<file path="config.mk">
export PLATFORM = sky130hd
export DESIGN_NAME = matrix_operand_loader_flat
export DESIGN_NICKNAME = d
export VERILOG_FILES = /design/src/rtl/matrix_operand_loader_if.sv /design/src/rtl/matrix_operand_loader.sv /design/src/flat_wrapper.sv
export SDC_FILE = /design/constraint.sdc
export NUM_CORES = 1
export LEC_CHECK = 0
export ABC_AREA = 1
export CAP_MARGIN = 30
export CELL_PAD_IN_SITES_DETAIL_PLACEMENT = 1
export CELL_PAD_IN_SITES_GLOBAL_PLACEMENT = 1
export CORE_ASPECT_RATIO = 1.75
export CORE_MARGIN = 2
export CORE_UTILIZATION = 38
export DETAILED_ROUTE_END_ITERATION = 7
export PLACE_DENSITY = 0.8
export SLEW_MARGIN = 20
export SYNTH_ARGS = -nofsm -noshare
export SYNTH_HDL_FRONTEND = slang
export SYNTH_SLANG_ARGS = --single-unit
</file>
<file path="constraint.sdc">
create_clock -name clk -period 2 [get_ports clk]
set_clock_uncertainty 0.1 [all_clocks]
set_input_delay 0.4 -clock clk [delete_from_list [all_inputs] [get_ports clk]]
set_output_delay 0.4 -clock clk [all_outputs]
set_load 0.01 [all_outputs]
</file>
<file path="src/rtl/matrix_operand_loader_if.sv">
// Byte-stream and operand-set signals between the stream source, the loader
// and the downstream 2x2 matrix ALU/capture stage.
interface matrix_operand_loader_if;
   logic [7:0] in_data;
   logic       in_valid;
   logic       in_ready;
   logic [7:0] a00, a01, a10, a11;
   logic [7:0] b00, b01, b10, b11;
   logic [2:0] op;
   logic       mat_valid;
   logic       mat_ready;
   logic       err;
   logic [7:0] frame_cnt;

   modport master (
      output in_data, in_valid, mat_ready,
      input  in_ready, a00, a01, a10, a11, b00, b01, b10, b11,
      input  op, mat_valid, err, frame_cnt
   );

   modport slave (
      input  in_data, in_valid, mat_ready,
      output in_ready, a00, a01, a10, a11, b00, b01, b10, b11,
      output op, mat_valid, err, frame_cnt
   );
endinterface

</file>
<file path="src/rtl/matrix_operand_loader.sv">
// Assembles an opcode byte plus eight element bytes into two 2x2 operand matrices.
// Optional MATLOAD_OPCHECK_EN: reject op bytes whose [2:0] is not one-hot.
module matrix_operand_loader #(
   parameter int TIMEOUT = 255
) (
   input logic                     clk,
   input logic                     rst_n,
   matrix_operand_loader_if.slave  bus
);

   typedef enum logic [1:0] {
      IDLE = 2'd0,
      LOAD = 2'd1,
      HOLD = 2'd2
   } state_t;

   localparam int CW = (TIMEOUT > 1) ? $clog2(TIMEOUT) : 1;
   localparam logic [CW-1:0] TO_LAST = CW'((TIMEOUT > 0) ? (TIMEOUT - 1) : 0);

   state_t         state_r;
   logic [2:0]     idx_r;
   logic [CW-1:0]  idle_r;
   logic [7:0]     elem_r [0:7];
   logic [2:0]     op_r;
   logic           in_ready_r;
   logic           mat_valid_r;
   logic           err_r;
   logic [7:0]     frame_cnt_r;
   logic           xfer_s;

   function automatic logic is_onehot3(input logic [2:0] v);
      return (v == 3'b001) || (v == 3'b010) || (v == 3'b100);
   endfunction

   assign xfer_s = bus.in_valid & in_ready_r;

   // Frame sequencing, element capture, idle timeout and handshake counting.
   always_ff @(posedge clk or negedge rst_n) begin
      if (!rst_n) begin
         state_r     <= IDLE;
         idx_r       <= 3'd0;
         idle_r      <= '0;
         op_r        <= 3'd0;
         in_ready_r  <= 1'b0;
         mat_valid_r <= 1'b0;
         err_r       <= 1'b0;
         frame_cnt_r <= 8'd0;
         for (int i = 0; i < 8; i++) begin
            elem_r[i] <= 8'd0;
         end
      end else begin
         err_r <= 1'b0;
         case (state_r)
            IDLE: begin
               in_ready_r  <= 1'b1;
               mat_valid_r <= 1'b0;
               if (xfer_s) begin
`ifdef MATLOAD_OPCHECK_EN
                  if (is_onehot3(bus.in_data[2:0])) begin
                     op_r    <= bus.in_data[2:0];
                     state_r <= LOAD;
                     idx_r   <= 3'd0;
                     idle_r  <= '0;
                  end else begin
                     err_r   <= 1'b1;
                  end
`else
                  op_r    <= bus.in_data[2:0];
                  state_r <= LOAD;
                  idx_r   <= 3'd0;
                  idle_r  <= '0;
`endif
               end
            end
            LOAD: begin
               if (xfer_s) begin
                  elem_r[idx_r] <= bus.in_data;
                  idx_r         <= idx_r + 3'd1;
                  idle_r        <= '0;
                  if (idx_r == 3'd7) begin
                     state_r     <= HOLD;
                     in_ready_r  <= 1'b0;
                     mat_valid_r <= 1'b1;
                  end
               end else if ((TIMEOUT != 0) && (idle_r == TO_LAST)) begin
                  // Partial frame dropped; element registers keep stale bytes.
                  err_r   <= 1'b1;
                  state_r <= IDLE;
                  idx_r   <= 3'd0;
                  idle_r  <= '0;
               end else if (TIMEOUT != 0) begin
                  idle_r <= idle_r + CW'(1);
               end
            end
            HOLD: begin
               if (bus.mat_ready) begin
                  state_r     <= IDLE;
                  mat_valid_r <= 1'b0;
                  in_ready_r  <= 1'b1;
                  frame_cnt_r <= frame_cnt_r + 8'd1;
               end
            end
            default: begin
               state_r     <= IDLE;
               in_ready_r  <= 1'b0;
               mat_valid_r <= 1'b0;
            end
         endcase
      end
   end

   assign bus.in_ready  = in_ready_r;
   assign bus.mat_valid = mat_valid_r;
   assign bus.err       = err_r;
   assign bus.op        = op_r;
   assign bus.frame_cnt = frame_cnt_r;
   assign bus.a00       = elem_r[0];
   assign bus.a01       = elem_r[1];
   assign bus.a10       = elem_r[2];
   assign bus.a11       = elem_r[3];
   assign bus.b00       = elem_r[4];
   assign bus.b01       = elem_r[5];
   assign bus.b10       = elem_r[6];
   assign bus.b11       = elem_r[7];

endmodule

</file>
<file path="src/flat_wrapper.sv">
// flat-port wrapper written by rule: the top's interface ports become plain ports
module matrix_operand_loader_flat 
#(
   parameter int TIMEOUT = 255
)
  (clk, rst_n, bus_in_data, bus_in_valid, bus_mat_ready, bus_in_ready, bus_a00, bus_a01, bus_a10, bus_a11, bus_b00, bus_b01, bus_b10, bus_b11, bus_op, bus_mat_valid, bus_err, bus_frame_cnt);
  matrix_operand_loader_if bus_i ();
  input logic clk;
  input logic rst_n;
  input wire logic [$bits(bus_i.in_data)-1:0] bus_in_data;
  input wire logic [$bits(bus_i.in_valid)-1:0] bus_in_valid;
  input wire logic [$bits(bus_i.mat_ready)-1:0] bus_mat_ready;
  output wire logic [$bits(bus_i.in_ready)-1:0] bus_in_ready;
  output wire logic [$bits(bus_i.a00)-1:0] bus_a00;
  output wire logic [$bits(bus_i.a01)-1:0] bus_a01;
  output wire logic [$bits(bus_i.a10)-1:0] bus_a10;
  output wire logic [$bits(bus_i.a11)-1:0] bus_a11;
  output wire logic [$bits(bus_i.b00)-1:0] bus_b00;
  output wire logic [$bits(bus_i.b01)-1:0] bus_b01;
  output wire logic [$bits(bus_i.b10)-1:0] bus_b10;
  output wire logic [$bits(bus_i.b11)-1:0] bus_b11;
  output wire logic [$bits(bus_i.op)-1:0] bus_op;
  output wire logic [$bits(bus_i.mat_valid)-1:0] bus_mat_valid;
  output wire logic [$bits(bus_i.err)-1:0] bus_err;
  output wire logic [$bits(bus_i.frame_cnt)-1:0] bus_frame_cnt;
  assign bus_i.in_data = bus_in_data;
  assign bus_i.in_valid = bus_in_valid;
  assign bus_i.mat_ready = bus_mat_ready;
  assign bus_in_ready = bus_i.in_ready;
  assign bus_a00 = bus_i.a00;
  assign bus_a01 = bus_i.a01;
  assign bus_a10 = bus_i.a10;
  assign bus_a11 = bus_i.a11;
  assign bus_b00 = bus_i.b00;
  assign bus_b01 = bus_i.b01;
  assign bus_b10 = bus_i.b10;
  assign bus_b11 = bus_i.b11;
  assign bus_op = bus_i.op;
  assign bus_mat_valid = bus_i.mat_valid;
  assign bus_err = bus_i.err;
  assign bus_frame_cnt = bus_i.frame_cnt;
  matrix_operand_loader #(.TIMEOUT(TIMEOUT)) u_core (.clk(clk), .rst_n(rst_n), .bus(bus_i));
endmodule
</file>
==> results.cfg <==
[clock_network]
cts_max_level = 3
cts_sinks = 91
cts_setup_buffers = 0
cts_buffer_depth = 2
numCtsBuffers = 9
clkLatencyLatePin_ps = 340
clockRootBuffer = clkbuf_16
cts_resized = 0
clkTransAtPathRegs_ps = 60
cts_tree = done

[power]
p_leak_nw = 2.38
p_total_mw = 3.64
p_clk_frac = 0.467
p_int_mw = 2.87
p_sw_uw = 772
vdd.ir_drop.worst_mv = 0.478
switching_share = 0.212
seqPwrFrac = 0.505
power_density_mw_per_mm2 = 701
p_comb_frac = 0.028

[drt]
drc = 0
antenna_left = 0
vias = 2987
postRouteWirelength_mm = 9.90
vias_per_cell = 4.89
dr.pass1.iters = 4
wl_per_cell_um = 16.2
drt_iter0_markers = 115

[setup_path]
startpoint_type = flip-flop
cp.depth = 1
required_ps = 1500
cp_max_fo = 4
cp-end-kind = output pin
cpPeakStageDelay_ps = 560
r2r_cells = 9
critPathBufInv = 1
crit_slowest_cell = clkdlybuf4s50_1
critPathKind = reg -> out
critical_path.cell_chain = clkdlybuf4s50_1
cp_top_family = buffers and inverters
arrival_ps = 1310

[die]
rows = 48
die_w_um = 80.2
start_util = 0.392
dieArea_mm2 = 0.0110
top_level_ports = 90
coreArea_mm2 = 0.00985
die_h_um = 137

[grt]
overflow = 0
antenna_found_initial = 0
grt_pass1_vias = 3207
grt_usage = 0.195
grt_max_degree = 33
grt_pass1_wl_mm = 16.3

[sta]
max_slew_margin = 0.625
finalHoldViolCount = 0
grt_setup_unrepaired = false
final.period_utilization = 0.907
finalMaxSlewViolations = 0
timing.hold.ws_ps = 385
setup_viol = 0
fmax_ghz = 0.551
worst_slack_ps = 185
period_needed_ps = 1810
worstMarginPinSlew_ps = 562
fin_setup_tns_ps = 0

[placed_design]
dp_hpwl_mm = 7.37
dp_slack_ps = 3.42
dpl_cell_area_mm2 = 0.00488
place_inst = 594
gp_congestion = 0.840
port_buffers = 89

[final_layout]
finalNetCount = 498
final_cell_mix = 115 x nand2_1, 91 x dfrtp_1, 88 x clkdlybuf4s50_1, 34 x o21ai_1, 33 x inv_1
final_common_cell = nand2_1
antenna_cells = 0
drive_gt1_frac = 0.109
fin_util = 0.527
final_area_mm2 = 0.00519
instances_no_fill = 611
layout-area-overhead-vs-synth_pct = 34.6

[logic_synthesis]
yosysTopAreaCell = dfrtp_1
ys_seq_area_frac = 0.590
syn_avg_cell_area_um2 = 10.1
yosys_warnings = 0
synthTopCellsByArea = dfrtp_1 59%, nand2_1 11%, o21ai_1 4.4%
ys_ff_latch = 91
synth_nets = 398
synth_cell_types = 23
netlist_area_mm2 = 0.00386
yosysTopAreaCellShare = 0.590
postSynthCellCount = 381

[worst_hold_path]
worstHoldPathType = reg -> reg
hold_depth = 1

[run_status]
outcome = finished, final reports clean

[flow_run]
maxCapViolCount = 0
layer usage:
metal | share of wire | GRT usage | up-vias | wire [um]
li1 | - | - | 1438 | -
met1 | 0.38 | 0.221 | 1477 | 3770
met2 | 0.57 | 0.356 | 57 | 5620
met3 | 0.033 | 0.0400 | 15 | 331
met4 | 0.018 | 0.0716 | 0 | 182
met5 | 0 | 0 | - | 0
registers in the layout, indices dropped and copies added (netlist names):
| name | cells |
|---|---|
| u_core.bus.a10 | 8 |
| u_core.bus.mat_valid | 1 |
| u_core.bus.err | 1 |
| u_core.idle_r | 8 |
| u_core.bus.op | 3 |
| u_core.idx_r | 3 |
| u_core.bus.frame_cnt | 8 |
| u_core.bus.b11 | 8 |
| u_core.bus.in_ready | 1 |
| u_core.bus.a01 | 8 |
| u_core.bus.a11 | 8 |
| u_core.bus.b00 | 8 |
| u_core.bus.a00 | 8 |
| u_core.bus.b01 | 8 |
| u_core.state_r | 2 |
| u_core.bus.b10 | 8 |
cells in the mapped netlist:
library cell / n
o21ai_0: 25
nand2_2: 2
nand3b_1: 2
xnor2_1: 4
ha_1: 5
buf_12: 1
mux2_2: 1
xor2_1: 3
nor2_1: 15
nand4_4: 6
dfrtp_1: 91
inv_6: 1
nand2_1: 115
inv_2: 1
a21oi_1: 2
o21ai_1: 34
nor2_4: 1
nand4_1: 6
inv_1: 33
o21ai_2: 14
nand3_1: 9
nand3_4: 2
buf_6: 8
layout make-up:
type                            instances  area (um2)
Clock inverter                          6        65.1
Tap cell                              125         156
Fill cell                            1132        4660
Multi-Input combinational cell        246        1340
Sequential cell                        91        2280
Clock buffer                           10         239
Inverter                               35         136
Timing Repair Buffer                   98         983
power groups by stage:
stage          sequential, mW  combinational [mW]  clock [mW]
2_1_floorplan            1.88              0.0170           0
3_3_place_gp             1.87               0.103           0
3_5_place_dp             1.87               0.104           0
4_1_cts                  1.84               0.106        1.74
5_1_grt                  1.84               0.114        1.81
6_report                 1.84               0.102        1.70
what timing repair did:
item                                    CTS  global route
hold buffers                              1             0
hold endpoints to repair                 29             0
endpoints found under the setup margin    0             0
worst paths after layout:
path,startpoint,endpoint,slack (ps)
setup / recovery,u_core.bus.frame_cnt[0],bus_frame_cnt[0],190
hold / removal,u_core.bus.frame_cnt[7],u_core.bus.frame_cnt[7],390
setup reg to reg,u_core.idle_r[0],u_core.idx_r[0],350
hold reg to reg,u_core.bus.frame_cnt[7],u_core.bus.frame_cnt[7],390
max in group asynchronous,rst_n,u_core.bus.op[0],700
min in group asynchronous,rst_n,u_core.idle_r[3],450
cells by family after synthesis:
kind of cell,count (synthesis),synth area share
adders and majority gates,5,0.0162
and+or+nand+nor,158,0.200
xor gates and xnor gates,7,0.0159
buffers and inverters,44,0.0639
AOI/OAI and AO/OA,75,0.111
muxes,1,0.00292
DFF,91,0.590
No activity file was read; power rests on OpenSTA's default activity.
